File: src/rtl/tdm_demux4.sv
// TDM 4-slot demultiplexer: rebuilds channels a..d from one slot-serial bus; complete frames appear one cycle after slot 3.
// No backpressure: words arrive whenever din_valid is high; partial, misaligned or stalled frames are dropped and flagged.
module tdm_demux4 #(
  parameter int WIDTH   = 2,
  parameter int TIMEOUT = 16
) (
  input  logic             clk,
  input  logic             rst_n,
  input  logic [WIDTH-1:0] din,
  input  logic             din_valid,
  input  logic             frame_start,
  output logic [WIDTH-1:0] a,
  output logic [WIDTH-1:0] b,
  output logic [WIDTH-1:0] c,
  output logic [WIDTH-1:0] d,
  output logic             frame_valid,
  output logic             s0,
  output logic             s1,
  output logic             sync_err,
  output logic             timeout_err,
  output logic [7:0]       frame_cnt
);

  typedef enum logic {IDLE = 1'b0, COLLECT = 1'b1} state_t;

  state_t           r_state, w_state_nxt;
  logic [1:0]       r_slot, w_slot_nxt;
  logic [15:0]      r_idle_cnt, w_idle_nxt;
  logic [WIDTH-1:0] r_sh0, r_sh1, r_sh2;
  logic [2:0]       w_sh_we;
  logic             w_load, w_sync, w_tmo;

  always_comb begin
    w_state_nxt = r_state;
    w_slot_nxt  = r_slot;
    w_idle_nxt  = r_idle_cnt;
    w_sh_we     = 3'b000;
    w_load      = 1'b0;
    w_sync      = 1'b0;
    w_tmo       = 1'b0;
    case (r_state)
      IDLE: begin
        if (din_valid) begin
          if (frame_start) begin
            w_sh_we     = 3'b001;
            w_slot_nxt  = 2'd1;
            w_idle_nxt  = '0;
            w_state_nxt = COLLECT;
          end else begin
            w_sync = 1'b1;
          end
        end
      end
      COLLECT: begin
        if (din_valid) begin
          w_idle_nxt = '0;
          if (frame_start) begin
            // Premature restart: drop the partial frame but keep this word as the new slot 0.
            w_sync     = 1'b1;
            w_sh_we    = 3'b001;
            w_slot_nxt = 2'd1;
          end else if (r_slot == 2'd3) begin
            w_load      = 1'b1;
            w_slot_nxt  = 2'd0;
            w_state_nxt = IDLE;
          end else begin
            w_sh_we[r_slot] = 1'b1;
            w_slot_nxt      = r_slot + 2'd1;
          end
        end else if (TIMEOUT != 0 && r_idle_cnt == 16'(TIMEOUT - 1)) begin
          w_tmo       = 1'b1;
          w_slot_nxt  = 2'd0;
          w_idle_nxt  = '0;
          w_state_nxt = IDLE;
        end else begin
          w_idle_nxt = r_idle_cnt + 16'd1;
        end
      end
      default: w_state_nxt = IDLE;
    endcase
  end

  always_ff @(posedge clk or negedge rst_n) begin
    if (!rst_n) begin
      r_state     <= IDLE;
      r_slot      <= 2'd0;
      r_idle_cnt  <= '0;
      r_sh0       <= '0;
      r_sh1       <= '0;
      r_sh2       <= '0;
      a           <= '0;
      b           <= '0;
      c           <= '0;
      d           <= '0;
      frame_valid <= 1'b0;
      sync_err    <= 1'b0;
      timeout_err <= 1'b0;
      frame_cnt   <= 8'd0;
    end else begin
      r_state     <= w_state_nxt;
      r_slot      <= w_slot_nxt;
      r_idle_cnt  <= w_idle_nxt;
      frame_valid <= w_load;
      sync_err    <= w_sync;
      timeout_err <= w_tmo;
      if (w_sh_we[0]) r_sh0 <= din;
      if (w_sh_we[1]) r_sh1 <= din;
      if (w_sh_we[2]) r_sh2 <= din;
      // Slot 3 bypasses the shadows so all four channels update on the same edge.
      if (w_load) begin
        a         <= r_sh0;
        b         <= r_sh1;
        c         <= r_sh2;
        d         <= din;
        frame_cnt <= frame_cnt + 8'd1;
      end
    end
  end

  assign s0 = r_slot[1];
  assign s1 = r_slot[0];

endmodule

File: config.mk
export PLATFORM = sky130hd
export DESIGN_NAME = tdm_demux4
export DESIGN_NICKNAME = d
export VERILOG_FILES = /design/src/rtl/tdm_demux4.sv
export SDC_FILE = /design/constraint.sdc
export NUM_CORES = 1
export LEC_CHECK = 0
export BUFFER_PORTS_ARGS = -buffer_cell sky130_fd_sc_hd__clkbuf_2
export CORE_UTILIZATION = 40
export CTS_BUF_LIST = sky130_fd_sc_hd__clkbuf_8 sky130_fd_sc_hd__clkbuf_16
export CTS_CLUSTER_DIAMETER = 150
export CTS_CLUSTER_SIZE = 14
export DETAILED_ROUTE_END_ITERATION = 10
export GPL_TIMING_DRIVEN = 1
export PLACE_DENSITY_LB_ADDON = 0.08
export SETUP_SLACK_MARGIN = 0.4
export SYNTH_ARGS = -nofsm -noshare
export SYNTH_HDL_FRONTEND = slang
export SYNTH_SLANG_ARGS = --single-unit
File: constraint.sdc
create_clock -name clk -period 3.2 [get_ports clk]
set_input_delay 0.48 -clock clk [delete_from_list [all_inputs] [get_ports clk]]
set_output_delay 0.48 -clock clk [all_outputs]
set_load 0.05 [all_outputs]
==> out/results.tsv, run 1 <==
stage	metric	value	unit
status	outcome	finished clean	
clocking	cts_buffers	5	
pwr	powerDensity	782	nW/um^2
sta	slew_headroom	0.290	
final_layout	post-route-util	0.491	
clocking	hold_buffers	0	
floorplanning	core	4880	sq um
logic_synthesis	ys_ff_latch	44	
clocking	cts.sinks	44	
final_layout	nFillCells	467	
final_layout	layout_commonest_cell	dfrtp_1	
pwr	p_sw	0.778	mW
logic_synthesis	synth_top_family_by_area	simple AND/OR/NAND/NOR gates	
final_layout	final_nets	243	
global_routing	grt_max_degree	45	
final_layout	antenna_cells	0	
logic_synthesis	postSynthAreaPerCell	10.2	sq um
detailed_routing	wl_met3	116	um
detailed_routing	via_per_inst	5.35	
sta	min_period	2.21	ns
clocking	cts_resized	0	
sta	setup_viol	0	
sta	hold_violations	0	
floorplanning	die_x	74.4	um
pwr	combPwrFrac	0.342	
logic_synthesis	yosysUniqueCellTypes	40	
pwr	clkPwrFrac	0.232	
clocking	clockBufferDepth	2	
clocking	cts_tree	done	
global_routing	gr-total-overflow	0	
logic_synthesis	synth.area.mux_share	0.0376	
pwr	p_int	1.09	mW
pwr	finalPower	1.87	mW
logic_synthesis	ys_seq_area_frac	0.526	
setup_path	crit_type	flop to flop	
clocking	clockRootBuffer	clkbuf_8	
logic_synthesis	synthesis.area	2090	sq um
logic_synthesis	synth_xor_area_frac	0.0627	
detailed_routing	vias	1601	
global_routing	grt_pass1_vias	1505	
detailed_routing	drc_errors	0	
setup_path	cp_slowest_cell	a21oi_2	
sta	clock.fmax	452	MHz
setup_path	crit_path_max_fanout	13	
floorplanning	initial_core_util	0.429	
setup_path	critPathLaunchType	flop	
floorplanning	die_h	74.4	um
detailed_routing	postRouteAntennaNets	0	
final_layout	area_delta_synth_final	14.3	%
pwr	seqPwrFrac	0.426	
place	dp_hpwl	3.15	mm
logic_synthesis	synth_cells	205	
min_path	worstHoldPathType	input pin to asynchronous set/reset pin	
logic_synthesis	syn_nets	217	
clocking	postCtsSetupBuffers	0	
detailed_routing	wl_met1	1.97	mm
setup_path	path_cells	ha_1 -> and4b_1 -> nand4_1 -> a21oi_2 -> o21ai_0	
setup_path	critPathMaxStageDelay	0.57	ns
final_layout	layout_common_cells	44 x dfrtp_1, 42 x nand2_1, 26 x clkbuf_2	
setup_path	crit_required	3.38	ns
clocking	clock_latency	0.30	ns
global_routing	antenna_found_initial	0	
detailed_routing	drt_iter0_markers	107	
sta	setup_slack	0.985	ns
detailed_routing	wirelength	4.37	mm
job	maxCapViolations	0	
logic_synthesis	synthAdderAreaFrac	0.0358	
sta	rsz0062_at_grt	false	
logic_synthesis	synth_compound_area_frac	0.0759	
logic_synthesis	synthArstFlopShare	1.00	
logic_synthesis	synth_edf_count	0	
pwr	leakage	1.13	nW
logic_synthesis	synth_ff_type	dfrtp_1	
detailed_routing	firstDrtPassIters	4	
sta	clock_skew	0.00827	ns
sta	finalCritPeriodShare	0.692	
sta	drv_slew	0	
floorplanning	std_cell_rows	25	
global_routing	grt_use_total	0.174	
setup_path	crit_path_end_kind	flop	
place	place_ws	0.959	ns
sta	tightestPinTransition	1.06	ns
place	numPortBuffers	26	
pwr	switching_share	0.416	
logic_synthesis	yosys.area_share.simple	0.237	
detailed_routing	highest_layer	met4	
clocking	htreeDepth	2	
floorplanning	die_area	5530	sq um
sta	timing.hold.ws	0.361	ns
detailed_routing	dr_wl_met2	2.23	mm
floorplanning	io_pins	27	
pwr	peakVddDrop	0.000350	V
place	place.gp.congestion	0.882	
clocking	path_clk_slew	0.09	ns
global_routing	grt_pass1_wl	7.26	mm
detailed_routing	routedWlPerCell	14.6	um
setup_path	cp.arrival	2.39	ns
sta	final.setup.tns	0	ns
final_layout	drive_gt1_frac	0.211	
logic_synthesis	yosysWarnings	0	
==> registers in the layout (all words and copies together) (netlist names) <==
register and cells:
r_sh0 2, r_state 1, frame_cnt 8, timeout_err 1, a 2, c 2
r_slot 2, b 2, sync_err 1, r_idle_cnt 16, r_sh1 2, frame_valid 1
d 2, r_sh2 2
==> power by group through the flow <==
stage               Clock [mW]  Combinational [mW]  Sequential, mW
finish                   0.434               0.640           0.797
global route             0.472               0.700           0.820
CTS                      0.444               0.647           0.799
detailed placement           0               0.644           0.810
global placement             0               0.635           0.795
floorplan                    0               0.233            1.06
==> logic make-up (layout without fill, tap and decap cells) <==
logic type,count (synthesis),in the layout
AND/OR/NAND/NOR,97,97
multiplexers,7,7
adder cells (fa/ha/maj),6,6
buffers and inverters,13,40
flip-flops,44,44
AO/OA/AOI/OAI,23,23
XOR/XNOR,15,15
==> final timing paths <==
check	from	to	slack [ns]	cells past startpoint
worst min-delay path	rst_n	d[0]	0.36	1
min in group clk	din[0]	d[0]	0.45	3
worst max register to register	r_idle_cnt[0]	r_slot[1]	0.99	5
max in group asynchronous	rst_n	r_idle_cnt[6]	2.18	1
worst min register to register	r_sh2[1]	c[1]	0.48	2
worst max-delay path	r_idle_cnt[0]	r_slot[1]	0.99	5
==> per-layer routing <==
metal,global-route usage,vias to the layer above
met5,0,-
li1,-,772
met1,0.218,795
met4,0.0629,0
met3,0.0366,5
met2,0.298,29
==> per-stage QoR <==
step | area [sq um] | cells
detailed placement | 2280 | 291
floorplan | 2090 | 205
CTS | 2390 | 299
finish | 2390 | 299
global placement | 2280 | 291
global route | 2390 | 299
==> final cells by class <==
class                      count  area, sq um  share of cell area
timing repair buffer          26          130              0.0544
inverter                       6         22.5             0.00941
multi-input combinational    148          941               0.393
tap                           67         83.8              0.0350
clock inverter                 3         46.3              0.0193
sequential                    44         1100               0.460
clock buffer                   5         68.8              0.0288
==> critical path: cells and delay by family (launching register included) <==
family	cells	cell delay (ns)
AOI/OAI and AO/OA	2	0.70
adders and majority gates	1	0.27
DFF	1	0.41
and+or+nand+nor	2	0.71
==> synthesized netlist by cell type (all sizes together) (2+ instances only) <==
| library cell | n | area (sq um) |
|---|---|---|
| dfrtp | 44 | 1100 |
| nand2 | 42 | 158 |
| nand4 | 11 | 75.1 |
| nand3 | 10 | 55.1 |
| nor2 | 10 | 37.5 |
| xnor2 | 9 | 78.8 |
| mux2 | 7 | 78.8 |
| a31oi | 6 | 37.5 |
| ha | 6 | 75.1 |
| inv | 6 | 22.5 |
| nor4 | 6 | 37.5 |
| xor2 | 6 | 52.6 |
| a21oi | 4 | 23.8 |
| and3 | 4 | 26.3 |
| clkbuf | 4 | 15.0 |
| o21ai | 4 | 20.0 |
| buf | 3 | 15.0 |
| or4 | 3 | 25.0 |
| a21o | 2 | 15.0 |
| nor2b | 2 | 12.5 |
| nor3 | 2 | 10.0 |
Power figures use the tool's default switching activity.
==> run 2: changes to the inputs <==
ABC_AREA = 1   (was unset)
clock period = 2 ns   (was 3.2 ns; I/O delays follow)
==> run 2 against run 1 <==
Net effect:
- first-iteration DRC count is 21% lower
- sequential power rose by 57%
- clock-buffer cell count grew 1
- utilization rose by 0.80 points
- worst hold slack worse by 0.12 ns
- total power is 61% higher
- combinational power rose by 62%
- critical path depth up 3
- wire length up 2.5%
- synthesized area up 5.8%
- synthesized cell count rose by 37%
==> out/results.tsv, run 2 <==
stage	metric	value	unit
min_path	min-delay-start	din[1]	
place	place.gp.congestion	0.827	
final_layout	antenna_cells	0	
logic_synthesis	synth_commonest_cells	88 x nand2_1, 44 x dfrtp_1, 37 x inv_1	
setup_path	reg2reg_to	r_idle_cnt[5]	
logic_synthesis	synthesis.area	2220	sq um
logic_synthesis	ys_ff_latch	44	
pwr	leakage	1.40	nW
job	maxCapViolations	0	
clocking	htreeDepth	2	
final_layout	final_nets	329	
global_routing	busiest_layer	met1	
place	numPortBuffers	26	
floorplanning	io_pins	27	
min_path	worstHoldPathType	input pin to flop	
sta	drv_slew	0	
logic_synthesis	synth_cells	281	
sta	slew_headroom	0.753	
sta	setup_slack	0.568	ns
logic_synthesis	syn_nets	293	
final_layout	largest_register	r_idle_cnt	
final_layout	drive_gt1_frac	0.182	
setup_path	critPathLaunchType	flop	
floorplanning	core	5200	sq um
clocking	cts_buffers	5	
detailed_routing	via_per_inst	4.60	
sta	min_period	1.43	ns
setup_path	crit_path_end_kind	flop	
logic_synthesis	synth_ff_type	dfrtp_1	
setup_path	crit_required	2.19	ns
global_routing	gr-total-overflow	0	
final_layout	layout_common_cells	88 x nand2_1, 41 x dfrtp_1, 37 x inv_1	
clocking	cts_tree	done	
final_layout	largest_reg_flops	16	
final_layout	layout_commonest_cell	nand2_1	
global_routing	grtUsageMet1	0.254	
final_layout	post-route-util	0.499	
sta	clock.fmax	698	MHz
logic_synthesis	postSynthAreaPerCell	7.89	sq um
pwr	powerDensity	1160	nW/um^2
pwr	finalPower	3.00	mW
floorplanning	initial_core_util	0.426	
logic_synthesis	synth_most_common_cell	nand2_1	
setup_path	crit_path_max_fanout	8	
sta	setup_viol	0	
sta	rsz0062_at_grt	false	
logic_synthesis	yosysTopAreaCell	dfrtp_1	
clocking	clock_latency	0.29	ns
setup_path	r2r_start	r_idle_cnt[1]	
detailed_routing	vias	1785	
sta	hold_violations	0	
status	outcome	finished clean	
setup_path	crit_type	flop to flop	
global_routing	grt_pass1_vias	1709	
global_routing	use_met3	0.0395	
global_routing	grt_use_total	0.172	
floorplanning	die_x	76.4	um
global_routing	grt_max_degree	20	
pwr	peakVddDrop	0.000710	V
floorplanning	std_cell_rows	26	
detailed_routing	postRouteAntennaNets	0	
detailed_routing	wirelength	4.48	mm
clocking	path_clk_slew	0.08	ns
detailed_routing	routedWlPerCell	11.5	um
clocking	clockBufferDepth	2	
logic_synthesis	synthTopCellsByArea	dfrtp_1 50%, nand2_1 15%, inv_1 6.3%	
setup_path	r2r_setup_slack	0.57	ns
place	dp_hpwl	3.41	mm
logic_synthesis	synthArstFlopShare	1.00	
final_layout	area_delta_synth_final	17.1	%
logic_synthesis	synth_edf_count	0	
sta	clock_skew	0.00784	ns
sta	tightestPinTransition	0.370	ns
clocking	clockRootBuffer	clkbuf_8	
global_routing	antenna_found_initial	0	
detailed_routing	drt_iter0_markers	84	
floorplanning	die_h	76.4	um
final_layout	reg_top3	r_idle_cnt x16, frame_cnt x8	
logic_synthesis	yosysUniqueCellTypes	24	
sta	finalCritPeriodShare	0.716	
setup_path	r2r_cells	8	
setup_path	crit_end	r_idle_cnt[5]	
logic_synthesis	ys_seq_area_frac	0.497	
sta	final.setup.tns	0	ns
logic_synthesis	synth_top_area_share	0.497	
setup_path	cp.arrival	1.62	ns
final_layout	nFillCells	522	
global_routing	grt_pass1_wl	8.04	mm
detailed_routing	drc_errors	0	
detailed_routing	firstDrtPassIters	4	
logic_synthesis	yosysWarnings	0	
floorplanning	die_area	5840	sq um
place	place_ws	0.492	ns
global_routing	grt_use_met2	0.250	
clocking	cts.sinks	44	
setup_path	startpoint	r_idle_cnt[1]	
[run 2: per-stage QoR]
step / area [sq um] / cells / hold slack (ns)
after global routing: 2590 / 388 / 0.256
after global placement: 2430 / 377 / 0.234
after floorplan: 2220 / 281 / 0.00441
after CTS: 2570 / 386 / 0.227
after detailed placement: 2430 / 377 / 0.230
final: 2590 / 388 / 0.237
[run 2: final cells by class]
type / count / area, sq um / share of cell area
clock inverters: 2 / 38.8 / 0.0149
inverters: 41 / 155 / 0.0598
repair buffers: 32 / 178 / 0.0685
well taps: 70 / 87.6 / 0.0338
multi-input cells: 193 / 948 / 0.365
flip-flops and latches: 44 / 1100 / 0.426
clock buffers: 6 / 82.6 / 0.0318
[run 2: power by group]
group / leakage, nW / internal, mW / switching, mW / total, mW
Sequential: 0.576 / 1.10 / 0.156 / 1.25
Clock: 0.0614 / 0.408 / 0.305 / 0.713
Combinational: 0.764 / 0.261 / 0.775 / 1.04
[run 2: layer usage]
metal,wire length [um],vias up
met3,180,4
met5,0,-
met1,2330,800
met4,48,0
li1,-,944
met2,1920,37
[run 2: worst min-delay path by stage]
stage	end	cells after the start
global placement	frame_cnt[7]	1
detailed placement	frame_cnt[7]	1
floorplan	a[0]	0
CTS	r_sh0[1]	3
global route	r_sh0[1]	3
finish	r_sh0[1]	3
[run 2: repair_timing]
action                                 4_1_cts  5_1_grt
gates resized for setup                      0        4
hold buffers                                 1        0
setup endpoints to repair                    0       15
buffers inserted                             0        2
endpoints found under the hold margin       12        0
[run 2: kinds of logic (layout without fill, tap and decap cells)]
logic type	count (synthesis)	after routing	synth area share
fa+ha+maj	6	6	0.0339
buf+inv	44	81	0.0807
flops	44	44	0.497
simple gates	159	159	0.309
xor+xnor	8	8	0.0316
compound gates	20	20	0.0474
[run 2: critical path: stages (launching register included)]
cell and delay [ns]:
dfrtp_1 0.38, ha_1 0.19, nand3_2 0.12, nor2_2 0.15
nand2_1 0.07, nand2_2 0.10, nand2_2 0.13, inv_2 0.13
nor2_1 0.04
